$ cat src/rtl/accel_stim_pkg.sv
// Shared types and constants for accel_stim_gen and its UART byte serialiser.
// ACCEL_STIM_PARITY_EN adds the even-parity bit state to the frame FSM.
package accel_stim_pkg;

  typedef enum logic [1:0] {
    MODE_ZERO   = 2'd0,
    MODE_RAND   = 2'd1,
    MODE_CORNER = 2'd2,
    MODE_RAMP   = 2'd3
  } mode_t;

  // x^16+x^14+x^13+x^11+1 as a right-shifting Fibonacci register: taps at bits 0,2,3,5
  localparam logic [15:0] LFSR_TAPS = 16'h002D;

  typedef enum logic [2:0] {
    ST_IDLE,
    ST_LOAD,
    ST_START,
    ST_DATA,
`ifdef ACCEL_STIM_PARITY_EN
    ST_PAR,
`endif
    ST_STOP,
    ST_GAP
  } state_t;

  function automatic logic [15:0] lfsr_step(input logic [15:0] cur);
    return {^(cur & LFSR_TAPS), cur[15:1]};
  endfunction

endpackage

$ cat src/rtl/uart_tx_byte.sv
// Bit timer, bit counter, optional parity and registered serial output for one byte.
// Follows the frame FSM state; ACCEL_STIM_PARITY_EN enables the parity bit.
module uart_tx_byte
  import accel_stim_pkg::*;
#(
  parameter int BAUD_DIV = 16
) (
  input  logic       clk,
  input  logic       rst_n,
  input  state_t     state,
  input  state_t     state_nxt,
  input  logic [7:0] byte_data,
  output logic       tx,
  output logic       bit_end,
  output logic       data_last,
  output logic       tx_done
);

  localparam int TMR_W = $clog2(BAUD_DIV);
  localparam logic [TMR_W-1:0] TMR_LOAD = TMR_W'(BAUD_DIV - 1);

  logic [TMR_W-1:0] bit_tmr;
  logic [2:0]       bit_cnt;
  logic [2:0]       bit_cnt_nxt;
  logic             in_bit;
  logic             tx_nxt;

  always_comb begin
    in_bit = (state == ST_START) || (state == ST_DATA) || (state == ST_STOP);
`ifdef ACCEL_STIM_PARITY_EN
    if (state == ST_PAR) in_bit = 1'b1;
`endif
  end

  assign bit_end   = in_bit && (bit_tmr == '0);
  assign data_last = (bit_cnt == 3'd7);
  assign tx_done   = (state == ST_STOP) && bit_end;

  always_comb begin
    bit_cnt_nxt = '0;
    if (state == ST_DATA) bit_cnt_nxt = bit_end ? bit_cnt + 3'd1 : bit_cnt;
  end

  // Output is driven from the upcoming state so the line changes on the same edge as the FSM.
  always_comb begin
    tx_nxt = 1'b1;
    case (state_nxt)
      ST_START: tx_nxt = 1'b0;
      ST_DATA:  tx_nxt = byte_data[bit_cnt_nxt];
`ifdef ACCEL_STIM_PARITY_EN
      ST_PAR:   tx_nxt = ^byte_data;
`endif
      default:  tx_nxt = 1'b1;
    endcase
  end

  always_ff @(posedge clk or negedge rst_n) begin
    if (!rst_n) begin
      bit_tmr <= TMR_LOAD;
      bit_cnt <= '0;
      tx      <= 1'b1;
    end else begin
      if (!in_bit || bit_tmr == '0) bit_tmr <= TMR_LOAD;
      else                          bit_tmr <= bit_tmr - TMR_W'(1);
      bit_cnt <= bit_cnt_nxt;
      tx      <= tx_nxt;
    end
  end

endmodule

$ cat src/rtl/accel_stim_gen.sv
// Accelerometer stimulus generator: signed samples serialised MSB byte first as UART frames.
// Define ACCEL_STIM_PARITY_EN for 8E1 bytes; default build sends 8N1.
//
// state | meaning
// IDLE  | line high, waiting for enable
// LOAD  | pick sample for latched mode, advance that mode's generator
// START | start bit (0)
// DATA  | eight data bits, LSB first
// PAR   | even parity bit (parity builds only)
// STOP  | stop bit (1); next byte or end of frame
// GAP   | idle-high spacing between frames
module accel_stim_gen
  import accel_stim_pkg::*;
#(
  parameter int          DATA_W    = 14,
  parameter int          BAUD_DIV  = 16,
  parameter int          GAP_CYC   = 32,
  parameter logic [15:0] LFSR_SEED = 16'hACE1,
  parameter int          RAMP_STEP = 1
) (
  input  logic              clk,
  input  logic              rst_n,
  input  logic              enable,
  input  logic [1:0]        mode,
  output logic              TX_A,
  output logic              frame_sent,
  output logic [15:0]       frame_cnt,
  output logic [DATA_W-1:0] sample_out
);

  localparam int NB    = (DATA_W + 7) / 8;
  localparam int EXT_W = NB * 8;
  localparam int GAP_W = (GAP_CYC > 1) ? $clog2(GAP_CYC) : 1;
  localparam logic [GAP_W-1:0]  GAP_LOAD = GAP_W'((GAP_CYC > 0) ? GAP_CYC - 1 : 0);
  localparam logic [DATA_W-1:0] SMP_MAX  = {1'b0, {(DATA_W-1){1'b1}}};
  localparam logic [DATA_W-1:0] SMP_MIN  = {1'b1, {(DATA_W-1){1'b0}}};
  localparam logic [DATA_W-1:0] RAMP_INC = DATA_W'(RAMP_STEP);

  state_t            state;
  state_t            state_nxt;
  logic [GAP_W-1:0]  gap_cnt;
  logic [1:0]        byte_idx;
  logic [15:0]       lfsr;
  logic [1:0]        corner_idx;
  logic [DATA_W-1:0] ramp;
  logic [DATA_W-1:0] sample_nxt;
  logic [EXT_W-1:0]  sample_ext;
  logic [7:0]        byte_data;
  logic              bit_end;
  logic              data_last;
  logic              tx_done;
  logic              byte_last;
  logic              gap_end;
  logic              load;
  logic              byte_adv;
  logic              frame_done;

  assign byte_last  = (byte_idx == 2'(NB - 1));
  assign gap_end    = (gap_cnt == '0);
  assign sample_ext = EXT_W'($signed(sample_out));
  assign byte_data  = 8'(sample_ext >> (8 * (NB - 1 - int'(byte_idx))));

  always_ff @(posedge clk or negedge rst_n) begin
    if (!rst_n) state <= ST_IDLE;
    else        state <= state_nxt;
  end

  always_comb begin
    state_nxt = state;
    case (state)
      ST_IDLE:  if (enable) state_nxt = ST_LOAD;
      ST_LOAD:  state_nxt = ST_START;
      ST_START: if (bit_end) state_nxt = ST_DATA;
`ifdef ACCEL_STIM_PARITY_EN
      ST_DATA:  if (bit_end && data_last) state_nxt = ST_PAR;
      ST_PAR:   if (bit_end) state_nxt = ST_STOP;
`else
      ST_DATA:  if (bit_end && data_last) state_nxt = ST_STOP;
`endif
      ST_STOP: begin
        if (tx_done) begin
          if (!byte_last)       state_nxt = ST_START;
          else if (GAP_CYC > 0) state_nxt = ST_GAP;
          else                  state_nxt = enable ? ST_LOAD : ST_IDLE;
        end
      end
      ST_GAP:   if (gap_end) state_nxt = enable ? ST_LOAD : ST_IDLE;
      default:  state_nxt = ST_IDLE;
    endcase
  end

  always_comb begin
    load       = (state == ST_LOAD);
    byte_adv   = tx_done && !byte_last;
    frame_done = tx_done && byte_last;
  end

  always_comb begin
    sample_nxt = '0;
    case (mode_t'(mode))
      MODE_RAND: sample_nxt = lfsr[DATA_W-1:0];
      MODE_CORNER: begin
        case (corner_idx)
          2'd0:    sample_nxt = '0;
          2'd1:    sample_nxt = SMP_MAX;
          2'd2:    sample_nxt = SMP_MIN;
          default: sample_nxt = '1;
        endcase
      end
      MODE_RAMP: sample_nxt = ramp;
      default:   sample_nxt = '0;
    endcase
  end

  // Each generator only moves when its own mode is loaded, so switching modes never skips values.
  always_ff @(posedge clk or negedge rst_n) begin
    if (!rst_n) begin
      sample_out <= '0;
      frame_cnt  <= '0;
      frame_sent <= 1'b0;
      byte_idx   <= '0;
      gap_cnt    <= GAP_LOAD;
      lfsr       <= LFSR_SEED;
      corner_idx <= '0;
      ramp       <= '0;
    end else begin
      frame_sent <= frame_done;
      if (frame_done) frame_cnt <= frame_cnt + 16'd1;
      if (load) begin
        sample_out <= sample_nxt;
        byte_idx   <= '0;
        case (mode_t'(mode))
          MODE_RAND:   lfsr       <= lfsr_step(lfsr);
          MODE_CORNER: corner_idx <= corner_idx + 2'd1;
          MODE_RAMP:   ramp       <= ramp + RAMP_INC;
          default:     ;
        endcase
      end else if (byte_adv) begin
        byte_idx <= byte_idx + 2'd1;
      end
      if (state == ST_GAP) gap_cnt <= gap_end ? GAP_LOAD : gap_cnt - GAP_W'(1);
      else                 gap_cnt <= GAP_LOAD;
    end
  end

  uart_tx_byte #(
    .BAUD_DIV (BAUD_DIV)
  ) u_tx_byte (
    .clk       (clk),
    .rst_n     (rst_n),
    .state     (state),
    .state_nxt (state_nxt),
    .byte_data (byte_data),
    .tx        (TX_A),
    .bit_end   (bit_end),
    .data_last (data_last),
    .tx_done   (tx_done)
  );

endmodule

$ cat config.mk
export PLATFORM = sky130hd
export DESIGN_NAME = accel_stim_gen
export DESIGN_NICKNAME = d
export VERILOG_FILES = /design/src/rtl/accel_stim_pkg.sv /design/src/rtl/uart_tx_byte.sv /design/src/rtl/accel_stim_gen.sv
export SDC_FILE = /design/constraint.sdc
export NUM_CORES = 1
export LEC_CHECK = 0
export BUFFER_PORTS_ARGS = -buffer_cell sky130_fd_sc_hd__buf_2
export CORE_MARGIN = 2
export CORE_UTILIZATION = 40
export DETAILED_ROUTE_END_ITERATION = 8
export PLACE_DENSITY = 0.55
export SLEW_MARGIN = 15
export SYNTH_ARGS = -nofsm -noshare
export SYNTH_HDL_FRONTEND = slang
export SYNTH_SLANG_ARGS = --single-unit
$ cat constraint.sdc
create_clock -name clk -period 5.28 [get_ports clk]
set_input_delay 0 -clock clk [delete_from_list [all_inputs] [get_ports clk]]
set_output_delay 0 -clock clk [all_outputs]
set_load 0.02 [all_outputs]
==> impl_metrics.csv <==
group,metric,value,unit
setup_path,worstPathRequired,5.55,ns
cells_and_area,syn2layout_area_growth,13.9,%
yosys,number_of_enable_type_register_cells_in_the_synthesized_netlist,0,
grt,grt_pass1_wl,13.6,mm
clock_network,cts.path.max_buffers,2,
sta,final.period_utilization,45.9,%
yosys,synth.ff_latch_count,81,
route,final_routed_drc_violation_total,0,
placement,instance_count_after_placement_with_tap_cells_included,517,
cells_and_area,layout.core_utilization,46.7,%
clock_network,cts_resized,0,
route,route.vias.total,2655,
clock_network,clk_transition_reported_paths,0.08,ns
yosys,ys_warn_count,0,
route,drt-vias-per-instance,4.95,
job,drv.max_cap_violation_count,0,
sta,finalClockSkew,0.00771,ns
cells_and_area,layout-drive-gt1-share,27.8,%
clock_network,cts.sink_count,81,
pwr,power_leakage,2.18,nW
yosys,synthArstFlopShare,100,%
min_path,min_path_type,"input pin to flop",
yosys,mappedNetlistArea,3970,sq um
cells_and_area,ff_latch_area,2050,sq um
grt,antenna_found_initial,0,
outcome,run_status,"finished clean",
route,postRouteWirelength,8.07,mm
grt,grt_start_max_net_pins,82,
setup_path,crit_fanout,9,
route,first_pass_iters,4,
sta,tightestPinTransition,0.586,ns
cells_and_area,filler_cell_count,945,
sta,maxClockFrequency,413,MHz
yosys,ys.flop_type,"sky130_fd_sc_hd__dfrtp_1",
route,final_antenna_net_count,0,
sta,final-max-slew-violation-count,0,
sta,fin_hold_ws,0.151,ns
sta,worst_rel_slew_slack,60.9,%
setup_path,cp.arrival,2.69,ns
cells_and_area,antenna-diode-count,0,
clock_network,post-cts-setup-buffer-count,0,
yosys,gate_count_after_technology_mapping,359,
pwr,max-vdd-ir-drop,0.160,mV
clock_network,ctsHoldBuffers,2,
pwr,power_per_cell_area,260,nW/um^2
yosys,synth_top_area_share,39.7,%
clock_network,tritoncts,"done",
grt,grt_util_all_layers,15.9,%
cells_and_area,stdcell_count,536,
sta,final.min_clock_period,2.42,ns
clock_network,ctsHtreeMaxLevel,3,
grt,globalRoute.totalOverflow,0,
sta,hold_viol_final,0,
clock_network,cts-buffers-inserted,9,
yosys,synth_top_cell_by_area,"sky130_fd_sc_hd__dfrtp_1",
cells_and_area,nets_finish,415,
setup_path,crit_type,"flop to flop",
yosys,post_synth_num_cell_types,44,
floorplan,floorplan.die.width,104,um
clock_network,worstSkewPairLatency,0.36,ns
yosys,yosys-top-cells-area,"sky130_fd_sc_hd__dfrtp_1, sky130_fd_sc_hd__dfstp_2, sky130_fd_sc_hd__mux2_2, sky130_fd_sc_hd__xnor2_1, sky130_fd_sc_hd__nand2_1",
yosys,post_synth.cell_area_avg,11.1,sq um
pwr,p_total,0.00117,W
setup_path,worstSetupEndpointType,"flop",
yosys,synthesis.nets,376,
route,routedWlPerCell,15.1,um
floorplan,dieArea,10700,sq um
setup_path,critical_path.startpoint_type,"flop",
placement,io_buffer_count,36,
grt,grt_pass1_vias,2686,
floorplan,io_pins,37,
sta,setup-tns-final,0,ns
yosys,ys_seq_area_share,51.6,%
sta,final_report_setup_violation_count,0,
floorplan,core.rowCount,36,
clock_network,cts.root.buffer_cell,"sky130_fd_sc_hd__clkbuf_8",
floorplan,floorplan.initialDensity,41.0,%
placement,globalplace.congestion,0.799,
placement,dpl.hpwl,5.46,mm
route,drtIter0Drc,87,
sta,rsz0062_at_grt,"no",
cells_and_area,multiInputGateArea,1820,sq um
floorplan,die_h,104,um
floorplan,placeableCoreArea,9680,sq um
==> report_power, final <==
group | leakage (nW) | internal (W) | total [W] | switching (W)
sequential | 1.04 | 0.000629 | 0.000638 | 0.00000850
combinational | 1.03 | 0.0000193 | 0.0000581 | 0.0000389
clock | 0.107 | 0.000257 | 0.000478 | 0.000221
total | 2.18 | 0.000906 | 0.00117 | 0.000268
==> metal layers <==
metal	part of all wire [%]	vias to the layer above	global-route usage, %
li1	-	1328	-
met1	47	1262	21.5
met2	47	47	24.5
met3	3.1	18	4.28
met4	2.4	0	6.56
met5	0	-	0
==> through the flow <==
stage | instance area [sq um] | worst slack [ns]
finish | 4520 | 2.86
global route | 4520 | 2.62
floorplan | 3970 | 3.13
detailed placement | 4280 | 2.87
CTS | 4500 | 2.85
global placement | 4280 | 2.98
==> cell families (layout without fill, tap and decap cells) <==
kind of cell    after synthesis  count (layout)  synth area share [%]
xor+xnor                     37              37                  8.16
buf+inv                      24              68                  2.65
fa+ha+maj                    12              12                  3.78
flops                        81              81                  51.6
simple gates                109             109                  14.5
mux                          41              41                  11.4
compound gates               55              55                  7.97
==> state kept, by name (all words and copies together), names as in the netlist <==
signal,count
byte_idx,2
corner_idx,2
frame_cnt,16
frame_sent,1
gap_cnt,5
lfsr,16
ramp,14
sample_out,14
state,3
u_tx_byte.bit_cnt,3
u_tx_byte.bit_tmr,4
u_tx_byte.tx,1
==> cell usage after synthesis, types with 2 or more instances <==
cell and n:
sky130_fd_sc_hd__dfrtp_1 63, sky130_fd_sc_hd__o311ai_0 2, sky130_fd_sc_hd__inv_1 10, sky130_fd_sc_hd__mux2i_1 8
sky130_fd_sc_hd__buf_2 3, sky130_fd_sc_hd__buf_1 2, sky130_fd_sc_hd__xor2_1 6, sky130_fd_sc_hd__nor2_1 16
sky130_fd_sc_hd__nand4_1 9, sky130_fd_sc_hd__a21oi_1 21, sky130_fd_sc_hd__nand3_1 9, sky130_fd_sc_hd__a211oi_1 2
sky130_fd_sc_hd__or3b_2 2, sky130_fd_sc_hd__nand2_1 45, sky130_fd_sc_hd__nor3_1 3, sky130_fd_sc_hd__ha_1 12
sky130_fd_sc_hd__nor3b_1 3, sky130_fd_sc_hd__o211ai_1 2, sky130_fd_sc_hd__a31oi_1 2, sky130_fd_sc_hd__clkbuf_1 7
sky130_fd_sc_hd__mux2_2 33, sky130_fd_sc_hd__xnor2_1 31, sky130_fd_sc_hd__o21ai_0 20, sky130_fd_sc_hd__dfstp_2 18
sky130_fd_sc_hd__nor3b_4 2, sky130_fd_sc_hd__and3_1 10
==> path summary, 6_finish.rpt <==
| check | startpoint | endpoint | slack [ns] | depth (start not counted) |
|---|---|---|---|---|
| setup / recovery | u_tx_byte.bit_tmr[0]$_DFF_PN1_ | u_tx_byte.tx$_DFF_PN1_ | 2.86 | 8 |
| hold / removal | mode[0] | sample_out[3]$_DFFE_PN0P_ | 0.15 | 3 |
| setup reg to reg | u_tx_byte.bit_tmr[0]$_DFF_PN1_ | u_tx_byte.tx$_DFF_PN1_ | 2.86 | 8 |
| hold reg to reg | u_tx_byte.bit_tmr[0]$_DFF_PN1_ | u_tx_byte.bit_tmr[0]$_DFF_PN1_ | 0.46 | 1 |
| max in group asynchronous | rst_n | lfsr[7]$_DFFE_PN1P_ | 4.41 | 3 |
| min in group asynchronous | rst_n | state[2]$_DFF_PN0_ | 0.18 | 2 |
==> area by class of cell <==
type                    instances  share of cell area, %
flip-flops and latches         81                   45.3
well taps                     133                   3.68
repair buffers                 42                   5.42
multi-input cells             254                   40.2
inverters                      10                  0.830
clock inverters                 2                  0.775
clock buffers                  14                   3.82
==> placed cells by master (no fill, tap or decap), drive strengths merged, types with 2 or more instances in the layout <==
| cell type | Yosys | layout |
|---|---|---|
| a211oi | 2 | 2 |
| a21oi | 21 | 21 |
| a31oi | 2 | 2 |
| and3 | 10 | 10 |
| buf | 7 | 40 |
| clkbuf | 7 | 14 |
| dfrtp | 63 | 63 |
| dfstp | 18 | 18 |
| dlygate4sd3 | 0 | 2 |
| ha | 12 | 12 |
| inv | 10 | 10 |
| mux2 | 33 | 33 |
| mux2i | 8 | 8 |
| nand2 | 45 | 45 |
| nand3 | 9 | 9 |
| nand4 | 9 | 9 |
| nor2 | 16 | 16 |
| nor2b | 2 | 2 |
| nor3 | 4 | 4 |
| nor3b | 5 | 5 |
| o211ai | 2 | 2 |
| o21ai | 21 | 21 |
| o311ai | 2 | 2 |
| or3b | 2 | 2 |
| xnor2 | 31 | 31 |
| xor2 | 6 | 6 |
==> worst max-delay path: stages (launching register included) <==
cell and delay, ns:
sky130_fd_sc_hd__dfstp_2 0.38, sky130_fd_sc_hd__inv_1 0.07, sky130_fd_sc_hd__ha_1 0.17, sky130_fd_sc_hd__nor3b_4 0.37, sky130_fd_sc_hd__mux2i_1 0.45, sky130_fd_sc_hd__nand3_1 0.12
sky130_fd_sc_hd__a311o_1 0.37, sky130_fd_sc_hd__and3_1 0.17, sky130_fd_sc_hd__o31ai_1 0.23
(Power assumes the default switching activity.)
